## src/rtl/fetch_sequencer_if.sv

```systemverilog
// rtl/fetch_sequencer_if.sv - instruction-memory fetch handshake between sequencer and IM
interface fetch_sequencer_if;
    logic        req;
    logic [31:0] addr;
    logic        ack;
    logic [31:0] rdata;

    modport master (output req, output addr, input ack, input rdata);
    modport slave  (input req, input addr, output ack, output rdata);
endinterface

```

## src/rtl/fetch_sequencer.sv

```systemverilog
// rtl/fetch_sequencer.sv - PC owner and IM fetch/issue sequencer; optional NPC_ALIGN_CHECK_EN adds a sticky trap on bad npc
module fetch_sequencer #(
    parameter logic [31:0] PC_RESET = 32'h0000_3000,
    parameter logic [31:0] IM_BASE  = 32'h0000_3000,
    parameter int          IM_DEPTH = 4096
) (
    input  logic                       i_clk,
    input  logic                       i_reset,
    input  logic                       i_stall,
    input  logic [31:0]                i_npc,
    fetch_sequencer_if.master          im,
    output logic [31:0]                o_instr_out,
    output logic                       o_instr_valid,
    output logic [31:0]                o_pc,
    output logic [31:0]                o_pc4,
    output logic [31:0]                o_retired,
    output logic                       o_pc_fault
);

    typedef enum logic [1:0] {
        S_FETCH = 2'd0,
        S_ISSUE = 2'd1,
        S_TRAP  = 2'd2
    } state_t;

    state_t      r_state;
    state_t      w_next_state;
    logic [31:0] r_pc;
    logic [31:0] r_instr;
    logic [31:0] r_retired;
    logic        w_req;
    logic        w_valid;
    logic        w_capture;
    logic        w_accept;
    logic        w_load_pc;
    logic [31:0] w_npc_next;

`ifdef NPC_ALIGN_CHECK_EN
    localparam logic [32:0] IM_END = {1'b0, IM_BASE} + 33'(4 * IM_DEPTH);
    logic w_npc_bad;

    assign w_npc_bad  = (i_npc[1:0] != 2'b00) || (i_npc < IM_BASE)
                     || ({1'b0, i_npc} >= IM_END);
    assign w_npc_next = i_npc;
    assign o_pc_fault = (r_state == S_TRAP);
`else
    // Word alignment is enforced by dropping the low bits rather than trapping.
    assign w_npc_next = i_npc & ~32'h3;
    assign o_pc_fault = 1'b0;
`endif

    always_ff @(posedge i_clk) begin
        if (i_reset) begin
            r_state   <= S_FETCH;
            r_pc      <= PC_RESET;
            r_instr   <= 32'h0;
            r_retired <= 32'h0;
        end else begin
            r_state <= w_next_state;
            if (w_capture) begin
                r_instr <= im.rdata;
            end
            if (w_accept) begin
                r_retired <= r_retired + 32'h1;
            end
            if (w_load_pc) begin
                r_pc <= w_npc_next;
            end
        end
    end

    always_comb begin
        w_next_state = r_state;
        w_req        = 1'b0;
        w_valid      = 1'b0;
        w_capture    = 1'b0;
        w_accept     = 1'b0;
        w_load_pc    = 1'b0;
        case (r_state)
            S_FETCH: begin
                w_req = 1'b1;
                if (im.ack) begin
                    w_capture    = 1'b1;
                    w_next_state = S_ISSUE;
                end
            end
            S_ISSUE: begin
                w_valid = 1'b1;
                if (!i_stall) begin
                    w_accept = 1'b1;
`ifdef NPC_ALIGN_CHECK_EN
                    if (w_npc_bad) begin
                        w_next_state = S_TRAP;
                    end else begin
                        w_load_pc    = 1'b1;
                        w_next_state = S_FETCH;
                    end
`else
                    w_load_pc    = 1'b1;
                    w_next_state = S_FETCH;
`endif
                end
            end
            default: begin
                w_next_state = r_state;
            end
        endcase
    end

    assign im.req        = w_req;
    assign im.addr       = r_pc;
    assign o_instr_out   = r_instr;
    assign o_instr_valid = w_valid;
    assign o_pc          = r_pc;
    assign o_pc4         = r_pc + 32'h4;
    assign o_retired     = r_retired;

endmodule

```

## src/flat_wrapper.sv

```systemverilog
// flat-port wrapper written by rule: the top's interface ports become plain ports
module fetch_sequencer_flat 
#(
    parameter logic [31:0] PC_RESET = 32'h0000_3000,
    parameter logic [31:0] IM_BASE  = 32'h0000_3000,
    parameter int          IM_DEPTH = 4096
)
  (i_clk, i_reset, i_stall, i_npc, o_instr_out, o_instr_valid, o_pc, o_pc4, o_retired, o_pc_fault, im_req, im_addr, im_ack, im_rdata);
  fetch_sequencer_if im_i ();
  input  logic i_clk;
  input  logic i_reset;
  input  logic i_stall;
  input  logic [31:0] i_npc;
  output logic [31:0] o_instr_out;
  output logic o_instr_valid;
  output logic [31:0] o_pc;
  output logic [31:0] o_pc4;
  output logic [31:0] o_retired;
  output logic o_pc_fault;
  output wire logic [$bits(im_i.req)-1:0] im_req;
  output wire logic [$bits(im_i.addr)-1:0] im_addr;
  input wire logic [$bits(im_i.ack)-1:0] im_ack;
  input wire logic [$bits(im_i.rdata)-1:0] im_rdata;
  assign im_req = im_i.req;
  assign im_addr = im_i.addr;
  assign im_i.ack = im_ack;
  assign im_i.rdata = im_rdata;
  fetch_sequencer #(.PC_RESET(PC_RESET), .IM_BASE(IM_BASE), .IM_DEPTH(IM_DEPTH)) u_core (.i_clk(i_clk), .i_reset(i_reset), .i_stall(i_stall), .i_npc(i_npc), .im(im_i), .o_instr_out(o_instr_out), .o_instr_valid(o_instr_valid), .o_pc(o_pc), .o_pc4(o_pc4), .o_retired(o_retired), .o_pc_fault(o_pc_fault));
endmodule
```

## config.mk

```make
export PLATFORM = sky130hd
export DESIGN_NAME = fetch_sequencer_flat
export DESIGN_NICKNAME = d
export VERILOG_FILES = /design/src/rtl/fetch_sequencer_if.sv /design/src/rtl/fetch_sequencer.sv /design/src/flat_wrapper.sv
export SDC_FILE = /design/constraint.sdc
export NUM_CORES = 1
export LEC_CHECK = 0
export CAP_MARGIN = 10
export CORE_MARGIN = 2
export CORE_UTILIZATION = 40
export DETAILED_ROUTE_END_ITERATION = 10
export PLACE_DENSITY = 0.8
export SETUP_SLACK_MARGIN = 0.02
export SYNTH_ARGS = -nofsm -noshare
export SYNTH_HDL_FRONTEND = slang
export SYNTH_SLANG_ARGS = --single-unit
```

## constraint.sdc

```tcl
create_clock -name i_clk -period 2.9 [get_ports i_clk]
set_clock_uncertainty 0.15 [all_clocks]
set_input_delay 0.435 -clock i_clk [delete_from_list [all_inputs] [get_ports i_clk]]
set_output_delay 0.435 -clock i_clk [all_outputs]
set_load 0.005 [all_outputs]
```

==> flow_metrics.tcl <==
set metrics [dict create \
    run_status "completed" \
    cts_buffers 9 \
    hpwl_mm 10.2 \
    fin_nets 850 \
    syn_area_um2 4590 \
    async_reset_ff_share_pct 0 \
    n_antenna_cell 0 \
    pre_cts_slack_ps 125 \
    syn_inst 584 \
    synthAdderAreaFrac_pct 0.545 \
    hp-start "i_reset" \
    yosysTopAreaCell "dfxtp_1" \
    synth-seq-cells 95 \
    final_common_cell "clkdlybuf4s50_1" \
    dr.pass1.iters 5 \
    vdd_ir_drop_max_v 0.000282 \
    min_to "u_core.o_retired[29]$_SDFFE_PP0P_" \
    final_cell_mix "clkdlybuf4s50_1 (205), nand2_1 (146), dfxtp_1 (86)" \
    synth_cell_types 37 \
    multi_input_area_um2 2320 \
    wl_per_cell_um 15.1 \
    fp.dieH_um 111 \
    syn_avg_cell_area_um2 7.86 \
    drc_errors 0 \
    worst_setup_path_start_kind "flop" \
    ios 231 \
    clk_path_buf_depth 2 \
    synth-simple-area-share_pct 29.4 \
    clk_pin_slew_ps 60 \
    setup_slack_ps 26.9 \
    grt_antenna_before_repair 0 \
    root_buffer "clkbuf_16" \
    gr-total-overflow 0 \
    synth_area_leaders "dfxtp_1 (41%), nand2_1 (12%), a21oi_1 (8.4%)" \
    whs_ps 263 \
    min_path_cells 2 \
    grt_pass1_vias 4532 \
    power_density_nw_per_um2 424 \
    insertion_delay_ps 330 \
    core_area_um2 11300 \
    setup_viol 0 \
    holdBufCountCts 0 \
    maxCapViolations 0 \
    dp.cells 902 \
    finalSetupTns_ps 0 \
    grt_max_degree 52 \
    area_delta_synth_final_pct 56.5 \
    rows 39 \
    vias_per_cell 5.28 \
    final_cells 928 \
    synth-edff-count 0 \
    place.gp.congestion 0.817 \
    post_route_cells_drive_above_1_share_pct 8.41 \
    r2r-start "u_core.o_retired[3]$_SDFFE_PP0P_" \
    fin_crit_sh_pct 99.1 \
    yosysSeqAreaShare_pct 41.4 \
    seq_area_um2 1920 \
    synthMuxAreaShare_pct 1.23 \
    synth_top_family_by_area "simple AND/OR/NAND/NOR gates" \
    max_slew_margin_pct 59.7 \
    critPathArrivalTime_ps 2290 \
    worstReg2RegEnd "u_core.o_retired[27]$_SDFFE_PP0P_" \
    chipWidth_um 111 \
    grt_usage_pct 21.6 \
    rrSetupSlack_ps 600 \
    fmax_mhz 348 \
    grt_pass1_wl_mm 22.0 \
    period_minus_slack_ps 2870 \
    hold_viol_final 0 \
    crit_path_start "u_core.im.addr[7]$_SDFFE_PP0P_" \
    worstMarginPinSlew_ps 602 \
    crit_type "reg2out" \
    htree_levels 3 \
    drtIter0Drc 327 \
    cp.required_ps 2320 \
    die-area_um2 12400 \
    start_util_pct 40.6 \
    endpoint_kind "primary output" \
    ys.flop_type "dfxtp_1" \
    via_count 4900 \
    synth_xor_area_share_pct 7.44 \
    synth-compound-area-share_pct 10.6 \
    num-fill-cells 949 \
    ant_nets 0 \
    cts_tree "done" \
    power.leakage_nw 2.72 \
    ys_warn_count 0 \
    rr_worst_depth 4 \
    io_buffer_count 221 \
    hold_path.class "in2reg" \
    drt-total-wl_mm 14.0 \
    slew_violations 0 \
    synth_top_area_share_pct 41.4 \
    worstPathMaxFanout 4 \
    clock_sinks 95 \
]
kinds of logic (layout without fill, tap and decap cells):
| family | after synthesis | count (layout) |
|---|---|---|
| buffers and inverters | 75 | 270 |
| muxes | 5 | 5 |
| xor gates and xnor gates | 39 | 39 |
| AOI/OAI and AO/OA | 92 | 92 |
| DFF | 95 | 95 |
| other | 1 | 7 |
| adders and majority gates | 2 | 2 |
| and+or+nand+nor | 275 | 275 |
what timing repair did:
item                                    CTS  global route
resized for setup                        14            19
pin swaps                                 2             6
cloned                                    0             1
setup buffers                             2             7
endpoints found under the setup margin   18            12
how the worst max path moves through the flow:
stage	cells after the start	end	slack [ps]
after CTS	7	o_pc4[31]	0.002
after detailed placement	5	u_core.o_retired[27]$_SDFFE_PP0P_	120
after global placement	5	u_core.o_retired[19]$_SDFFE_PP0P_	210
final	7	o_pc4[15]	30
after floorplan	5	o_pc4[28]	630
after global routing	7	o_pc4[15]	-60
sequential cells by signal, summed over array words and instances (netlist names):
signal,flops
u_core.o_instr_out,32
u_core.r_state,1
u_core.im.addr,30
u_core.o_retired,32
per-layer routing:
layer  wire, um  GRT usage [%]  vias to the layer above  part of all wire (%)
met3        935           4.21                       24                   6.7
li1           -              -                     2345                     -
met4        338           9.47                        0                   2.4
met1       5620           24.9                     2300                    40
met5          0              0                        -                     0
met2       7100           38.9                      231                    51
where the power goes:
group	switching [mW]	internal [mW]	total, mW
Sequential	0.0414	1.35	1.39
Clock	0.502	0.757	1.26
Combinational	0.153	0.245	0.398
Total	0.697	2.35	3.05
Yosys cell counts (6+ instances only):
cell        n
nor2_1     21
or3_1       6
nor2b_1     6
inv_1       7
buf_4      37
xor2_1      8
clkbuf_1   26
and4_1     10
nand2_1   146
nand4_1    20
o31ai_1     9
a21oi_1    77
dfxtp_1    95
or4_1       9
nand3_1    26
xnor2_1    31
nor4_1      6
area by class of cell:
class / count / area share (%)
flip-flops and latches: 95 / 26.7
well taps: 143 / 2.49
inverters: 7 / 0.366
clock buffers: 9 / 3.13
clock inverters: 7 / 1.34
repair buffers: 247 / 33.7
multi-input cells: 420 / 32.3
critical path: stages, from the launching register on:
cell and delay, ps:
dfxtp_4 360, nand4_1 170, buf_4 210, nor4_4 320, buf_4 190, nand2_1 60
xnor2_1 130, clkdlybuf4s50_1 510
per-stage QoR:
step,total power [mW],area (um^2),utilization [%]
2_1_floorplan,1.57,4610,-
6_report,3.05,7190,63.5
3_3_place_gp,1.81,6720,59.4
4_1_cts,3.08,7090,62.6
5_1_grt,3.17,7190,63.5
3_5_place_dp,1.82,6720,59.4
(Power assumes the default switching activity.)
